`config.mk`:
```
export PLATFORM = sky130hd
export DESIGN_NAME = rr_hold_arbiter_flat
export DESIGN_NICKNAME = d
export VERILOG_FILES = /design/src/rtl/rr_hold_arbiter_if.sv /design/src/rtl/rr_hold_arbiter.sv /design/src/flat_wrapper.sv
export SDC_FILE = /design/constraint.sdc
export NUM_CORES = 1
export LEC_CHECK = 0
export CAP_MARGIN = 0
export CORE_UTILIZATION = 30
export CTS_BUF_LIST = sky130_fd_sc_hd__clkbuf_4 sky130_fd_sc_hd__clkbuf_8
export DETAILED_ROUTE_END_ITERATION = 8
export GPL_TIMING_DRIVEN = 0
export PLACE_DENSITY_LB_ADDON = 0.25
export SLEW_MARGIN = 15
export SYNTH_ARGS = -nofsm -noshare
export SYNTH_HDL_FRONTEND = slang
export SYNTH_SLANG_ARGS = --single-unit
```
`constraint.sdc`:
```
create_clock -name clk -period 2.05 [get_ports clk]
set_clock_uncertainty 0.2 [all_clocks]
set_input_delay 0.41 -clock clk [delete_from_list [all_inputs] [get_ports clk]]
set_output_delay 0.41 -clock clk [all_outputs]
set_load 0.01 [all_outputs]
```
`src/rtl/rr_hold_arbiter_if.sv`:
```
// Request/grant bundle between N requesters and the hold arbiter.
// master: requester side (drives req); slave: arbiter side (drives grant).
interface rr_hold_arbiter_if #(
    parameter int N = 4
) ();
    localparam int ID_W = $clog2(N);

    logic [N-1:0]    req;
    logic [N-1:0]    grant;
    logic [ID_W-1:0] grant_id;
    logic            grant_valid;
    logic            preempt;

    modport master (
        output req,
        input  grant,
        input  grant_id,
        input  grant_valid,
        input  preempt
    );

    modport slave (
        input  req,
        output grant,
        output grant_id,
        output grant_valid,
        output preempt
    );
endinterface

```
`src/rtl/rr_hold_arbiter.sv`:
```
// Round-robin arbiter with bounded grant hold and forced rotation.
// Ports: clk, rst (async, active-high), bus (slave: req in; grant,
// grant_id, grant_valid, preempt out, all registered).
module rr_hold_arbiter #(
    parameter int N        = 4,
    parameter int MAX_HOLD = 8
) (
    input  logic           clk,
    input  logic           rst,
    rr_hold_arbiter_if.slave bus
);
    localparam int ID_W  = $clog2(N);
    localparam int CNT_W = $clog2(MAX_HOLD + 1);

    typedef enum logic {
        IDLE,
        GRANT
    } state_t;

    state_t          state;
    logic [CNT_W-1:0] hold_cnt;
    logic [ID_W-1:0] last_id;
    logic [N-1:0]    grant_q;
    logic [ID_W-1:0] grant_id_q;
    logic            grant_valid_q;
    logic            preempt_q;

    logic [ID_W-1:0] pick_id;
    logic            pick_hit;
    logic [N-1:0]    pick_oh;
    logic [ID_W-1:0] idx;
    logic            own_req;
    logic            others;
    logic            hold_full;

    // Scan last_id+1 .. last_id+N so last_id itself has lowest priority.
    // In GRANT last_id is the owner, so any other pending request beats it.
    always_comb begin
        pick_id  = '0;
        pick_hit = 1'b0;
        idx      = '0;
        for (int i = 1; i <= N; i++) begin
            idx = ID_W'((int'(last_id) + i) % N);
            if (!pick_hit && bus.req[idx]) begin
                pick_hit = 1'b1;
                pick_id  = idx;
            end
        end
    end

    assign pick_oh   = {{(N-1){1'b0}}, 1'b1} << pick_id;
    assign own_req   = |(bus.req & grant_q);
    assign others    = |(bus.req & ~grant_q);
    assign hold_full = (hold_cnt == CNT_W'(MAX_HOLD));

    always_ff @(posedge clk or posedge rst) begin
        if (rst) begin
            state         <= IDLE;
            hold_cnt      <= '0;
            last_id       <= ID_W'(N - 1);
            grant_q       <= '0;
            grant_id_q    <= '0;
            grant_valid_q <= 1'b0;
            preempt_q     <= 1'b0;
        end else begin
            preempt_q <= 1'b0;
            unique case (state)
                IDLE: begin
                    if (pick_hit) begin
                        grant_q       <= pick_oh;
                        grant_id_q    <= pick_id;
                        grant_valid_q <= 1'b1;
                        hold_cnt      <= CNT_W'(1);
                        last_id       <= pick_id;
                        state         <= GRANT;
                    end
                end
                GRANT: begin
                    unique case (1'b1)
                        (!own_req && others),
                        (own_req && hold_full && others): begin
                            grant_q    <= pick_oh;
                            grant_id_q <= pick_id;
                            hold_cnt   <= CNT_W'(1);
                            last_id    <= pick_id;
                            preempt_q  <= own_req;
                        end
                        (!own_req && !others): begin
                            grant_q       <= '0;
                            grant_valid_q <= 1'b0;
                            hold_cnt      <= '0;
                            state         <= IDLE;
                        end
                        default: begin
                            if (!hold_full)
                                hold_cnt <= hold_cnt + 1'b1;
                        end
                    endcase
                end
                default: state <= IDLE;
            endcase
        end
    end

    assign bus.grant       = grant_q;
    assign bus.grant_id    = grant_id_q;
    assign bus.grant_valid = grant_valid_q;
    assign bus.preempt     = preempt_q;
endmodule

```
`src/flat_wrapper.sv`:
```
// flat-port wrapper written by rule: the top's interface ports become plain ports
module rr_hold_arbiter_flat 
#(
    parameter int N        = 4,
    parameter int MAX_HOLD = 8
)
  (clk, rst, bus_req, bus_grant, bus_grant_id, bus_grant_valid, bus_preempt);
  rr_hold_arbiter_if #(.N(N)) bus_i ();
  input  logic clk;
  input  logic rst;
  input wire logic [$bits(bus_i.req)-1:0] bus_req;
  output wire logic [$bits(bus_i.grant)-1:0] bus_grant;
  output wire logic [$bits(bus_i.grant_id)-1:0] bus_grant_id;
  output wire logic [$bits(bus_i.grant_valid)-1:0] bus_grant_valid;
  output wire logic [$bits(bus_i.preempt)-1:0] bus_preempt;
  assign bus_i.req = bus_req;
  assign bus_grant = bus_i.grant;
  assign bus_grant_id = bus_i.grant_id;
  assign bus_grant_valid = bus_i.grant_valid;
  assign bus_preempt = bus_i.preempt;
  rr_hold_arbiter #(.N(N), .MAX_HOLD(MAX_HOLD)) u_core (.clk(clk), .rst(rst), .bus(bus_i));
endmodule
```
# Word level (Yosys, flattened, before mapping)
# Index checks and enable logic that the tools add are counted.
[word_totals]
ram_bits = 0
latch_bits = 0
output_inout_bits = 8
inputBits = 6
wordCells = 80
reg_bits = 15
mem_bits_ro = 0
n_memories = 0
[classes]
multipliers = 0
div_mod_pow = 0
add_sub_neg = 5
n_mux = 34
n_shift = 1
n_reduce_logical = 19
bitwise_logic = 4
magnitude_cmp = 4
n_eq_ne = 6
[ops]
columns = ["op", "count"]
rows = [
  ["4-bit one-hot mux with 2 select lines", 4],
  ["1-bit 2-to-1 mux", 14],
  ["2-bit by 3-bit less-than comparator with 1-bit output, second input constant", 4],
  ["2-bit 2-to-1 mux", 6],
  ["4-bit 2-to-1 mux", 3],
  ["4-bit bitwise AND", 2],
  ["1-bit binary-select mux with 2-bit select", 4],
  ["2-bit AND reduction", 4],
  ["4-bit OR reduction", 2],
  ["1-bit logical AND", 7],
  ["1-bit zero test", 5],
  ["2-bit by 1-bit adder with 2-bit output, second input constant", 2],
  ["2-bit adder, second input constant", 2],
  ["4-bit by 1-bit adder with 4-bit output, second input constant", 1],
  ["4-bit == test, second input constant", 1],
  ["2-bit != test, second input constant", 2],
  ["4-bit != test, second input constant", 1],
  ["4-bit inverter", 1],
  ["1-bit one-hot mux with 2 select lines", 2],
  ["2-bit one-hot mux with 2 select lines", 1],
  ["1-bit by 2-bit left shift with 4-bit output, first input constant", 1],
  ["3-bit != test, second input constant", 1],
  ["2-bit by 1-bit != test with 1-bit output, second input constant", 1],
  ["2-bit OR reduction", 1],
  ["1-bit inverter", 1],
]

# Longest topological paths before layout
[logic_depth]
depth_word = 16
ltp_mapped = 7
depth_no_buf = 7

# Worst setup path before layout
# OpenSTA, ideal clock, no wires.
[synth_timing]
kind = "reg-to-reg"
from = "register u_core.hold_cnt[0]"
to = "register u_core.grant_q[3], in the netlist u_core.bus.grant[3]"
t_required_ps = 1729
stages_incl_launch_ff = 8
path_slack_ps = 306
setup_time_ps = 121
synth_period_minus_slack_ps = 1744
n_path_buf = 0
arrival_ps = 1423
path_cell_list = "dfrtp_1 -> inv_1 -> ha_1 -> nand3b_1 -> o21ai_4 -> o21ai_1 -> a21o_2 -> a22o_1"
[synth_via]
elab_chain_cells = 6
word_cells_on_any_way = 8
classes_between = "2 x eq/ne; 2 x mux; 4 x reduce/logical"
[synth_rtl]
columns = ["item", "line_no", "rtl"]
rows = [
  ["from (decl)", "rr_hold_arbiter.sv:21", "logic [CNT_W-1:0] hold_cnt;"],
  ["from (signal assigned)", "rr_hold_arbiter.sv:96", "hold_cnt <= hold_cnt + 1'b1;"],
  ["4-bit == test *", "rr_hold_arbiter.sv:54", "assign hold_full = (hold_cnt == CNT_W'(MAX_HOLD));"],
  ["1-bit logical AND * (2 in series)", "rr_hold_arbiter.sv:81", "(own_req && hold_full && others): begin"],
  ["2-bit OR reduction *", "rr_hold_arbiter.sv:79", "unique case (1'b1)"],
  ["4-bit one-hot mux with 2 select lines / 3-bit != test (equally long branches)", "--", ""],
  ["4-bit one-hot mux with 2 select lines / 2-bit AND reduction (equally long branches)", "--", ""],
  ["to (signal assigned)", "rr_hold_arbiter.sv:70", "grant_q <= pick_oh;"],
  ["to (signal assigned)", "rr_hold_arbiter.sv:82", "grant_q <= pick_oh;"],
  ["to (decl)", "rr_hold_arbiter.sv:23", "logic [N-1:0] grant_q;"],
]
# Every way passes the cells marked *; elsewhere a longest branch is shown, timed or not.
# A chain may end at the register's enable or synchronous reset.

# Worst setup path in the final report
[layout_timing]
from = "register u_core.hold_cnt[0]"
to = "register u_core.grant_q[0], in the netlist u_core.bus.grant[0]"
# Same word-level chain as after synthesis.

==> flow_metrics.env <==
export IMPL_status="finished clean"
export IMPL_worstReg2RegStart="u_core.hold_cnt[0]"
export IMPL_design_die_area_mm2=0.00306
export IMPL_clk_pin_slew_worst_paths_ns=0.10
export IMPL_static_leakage_power_nw=0.489
export IMPL_antenna_cells=0
export IMPL_synthDistinctLibCells=38
export IMPL_yosys_most_used_dff="dfrtp_1"
export IMPL_via_count=714
export IMPL_cts_num_sinks=15
export IMPL_cts_buffers_inserted=3
export IMPL_die_height_um=55.3
export IMPL_critPathTopFamily="compound AO/OA/AOI/OAI gates"
export IMPL_crit_fanout=6
export IMPL_seq_area_frac_synth_pct=44.3
export IMPL_final_util_pct=41.4
export IMPL_count_of_final_setup_violators=0
export IMPL_powerDensity_mw_per_mm2=1220
export IMPL_placement_rows=18
export IMPL_ys_warn_count=0
export IMPL_final_stage_net_count=112
export IMPL_maxSlewViolCount=0
export IMPL_yosysTopAreaCell="dfrtp_1"
export IMPL_cp_num_buf_inv=1
export IMPL_grt_pass1_vias=720
export IMPL_cpMaxStageDelayCell="dfrtp_2"
export IMPL_global_route_overflow_total=0
export IMPL_initial_core_utilization_pct=32.9
export IMPL_dpl_hpwl_um=1350
export IMPL_synth_cells=85
export IMPL_path_class="register to register"
export IMPL_cts_buffer_depth=2
export IMPL_number_of_port_buffers=13
export IMPL_flop_to_flop_setup_slack_ns=0.10
export IMPL_finish_cell_count_without_fillers=133
export IMPL_cts_root_buf="clkbuf_4"
export IMPL_placed_cells_incl_taps=128
export IMPL_ant_nets=0
export IMPL_dpl_cell_area_mm2=0.00102
export IMPL_final_area_mm2=0.00107
export IMPL_horizontal_die_dimension_um=55.3
export IMPL_final_period_utilization_pct=95.1
export IMPL_setup_tns_final_ns=0
export IMPL_core_mm2=0.00259
export IMPL_grt_start_max_net_pins=16
export IMPL_critical_path_cell_chain="inv_1, ha_1, nand3b_1, o21ai_4, o21ai_1, a21o_2, a22o_1"
export IMPL_worst_endpoint_data_arrival_time_ns=1.93
export IMPL_first_pass_grt_wire_length_um=3180
export IMPL_drcViolationCount=0
export IMPL_start_kind="register"
export IMPL_place_ws_ns=-0.425
export IMPL_min_delay_path_class="primary input to asynchronous set/reset pin"
export IMPL_dr_first_iter_drc_count=15
export IMPL_drt_vias_per_instance=5.37
export IMPL_synthesis_area_per_instance_um2=10.0
export IMPL_synth_largest_type_area_fraction_pct=38.1
export IMPL_routabilityCongestion=0.825
export IMPL_async_flop_share_pct=100
export IMPL_grtUsageTotal_pct=13.1
export IMPL_postSynthNetCount=93
export IMPL_number_of_maximum_capacitance_constraint_violations=0
export IMPL_worstPathRequired_ns=2.03
export IMPL_worst_r2r_endpoint="u_core.bus.grant[0]"
export IMPL_routed_wire_length_per_instance_um=13.5
export IMPL_worst_path_largest_cell_delay_ns=0.46
export IMPL_power_ir_vdd_worst_uv=666
export IMPL_drt_pass1_iterations=4
export IMPL_final_hold_viol_count=0
export IMPL_syn2layout_area_growth_pct=25.5
export IMPL_timing_reg2reg_worst_path_depth=7
export IMPL_synth_edf_count=0
export IMPL_fin_crit_ns=1.95
export IMPL_io_pins=14
export IMPL_fmax_ghz=0.513
export IMPL_post_route_cells_drive_above_1_share_pct=19.4
export IMPL_mappedNetlistArea_um2=853
export IMPL_finalHoldWorstSlack_ns=0.271
export IMPL_timing_max_slew_rel_slack_pct=62.2
export IMPL_number_of_antenna_violations_at_the_first_check_in_global_routing=0
export IMPL_cts_htree_levels=1
export IMPL_drt_total_wl_um=1800
export IMPL_final_setup_worst_slack_ns=0.101
export IMPL_setup_worst_path_start="u_core.hold_cnt[0]"
export IMPL_rsz0062_at_grt="false"
export IMPL_worstMarginPinSlew_ns=0.566
export IMPL_postSynthRegisterBits=15
export IMPL_clkLatencyLatePin_ns=0.28
export IMPL_cts_tree="yes"
export IMPL_p_total_mw=1.31
export IMPL_ys_top_cells_by_area="dfrtp_1 (38%), dfstp_2 (6.2%), a22o_1 (5.1%)"
export IMPL_cp_end_kind="register"
==> cell usage after synthesis (all sizes together), types with 2 or more instances <==
cell    instances
a21o            3
a21oi           6
a22o            5
a31o            2
clkbuf          2
dfrtp          13
dfstp           2
ha              2
inv             7
mux2i           2
nand2           4
nand2b          2
nand4           2
nor2           12
o21ai           4
==> logic make-up after synthesis <==
family          Yosys count  share of synthesized area (%)
compound gates           28                           27.1
buf+inv                   9                           4.10
xor+xnor                  1                           1.03
simple gates             28                           18.2
mux                       2                           2.35
fa+ha+maj                 2                           2.93
flops                    15                           44.3
==> metal layers <==
metal	vias to the layer above	track usage (%)	share of wire [%]
met1	345	16.5	45
met4	0	7.14	2.6
li1	341	-	-
met2	21	20.3	47
met3	7	3.28	5.3
met5	-	0	0
==> repair_timing <==
item	in CTS	in global routing
buffers inserted	1	0
cloned	0	0
pin swaps	1	0
endpoints found under the setup margin	9	5
gates resized for setup	3	3
hold buffers	0	0
==> worst max path at each step <==
stage                           to  slack (ns)  cells after the start
2_1_floorplan  u_core.bus.grant[3]        0.31                      7
3_3_place_gp   u_core.bus.grant[0]       -0.48                      6
3_5_place_dp   u_core.bus.grant[0]       -0.43                      6
4_1_cts        u_core.bus.grant[0]       0.005                      6
5_1_grt        u_core.bus.grant[3]       0.004                      7
6_report       u_core.bus.grant[0]        0.10                      7
==> flip-flops by register name (all words and copies together), names as in the netlist <==
signal and cells:
u_core.bus.grant 4, u_core.hold_cnt 4, u_core.bus.grant_id 2, u_core.last_id 2
u_core.bus.grant_valid 1, u_core.bus.preempt 1, u_core.state 1
==> worst register-to-register path, delay by kind of cell (launching register included) <==
family                   cells  cell delay [ns]
adder cells (fa/ha/maj)      1             0.15
flip-flops                   1             0.46
AO/OA/AOI/OAI                4             0.76
buffers and inverters        1             0.07
AND/OR/NAND/NOR              1             0.21
==> cell type report <==
type	count	area [um^2]
buffer	2	8.76
clock buffer	3	22.5
clock inverter	1	5.00
fill	251	1520
inverter	7	26.3
multi-input combinational	61	452
sequential	15	379
tap	30	37.5
timing repair buffer	14	140
==> layout by cell type (no fill, tap or decap), drive strengths merged, types with 2 or more instances in the layout <==
| cell | instances |
|---|---|
| inv | 7 |
| o21ai | 4 |
| dfstp | 2 |
| clkbuf | 5 |
| a22o | 5 |
| mux2i | 2 |
| dfrtp | 13 |
| dlymetal6s2s | 2 |
| a21o | 3 |
| ha | 2 |
| clkdlybuf4s50 | 9 |
| nand2b | 2 |
| a31o | 2 |
| nand2 | 4 |
| a21oi | 6 |
| nor2 | 12 |
| nand4 | 2 |
| dlygate4sd2 | 2 |
==> power breakdown <==
group / switching (mW) / leakage, nW / total, mW / internal (mW)
Clock: 0.102 / 0.0177 / 0.175 / 0.0725
Combinational: 0.317 / 0.289 / 0.639 / 0.322
Sequential: 0.0815 / 0.182 / 0.491 / 0.410
Total: 0.501 / 0.489 / 1.31 / 0.804
Power figures use the tool's default switching activity.
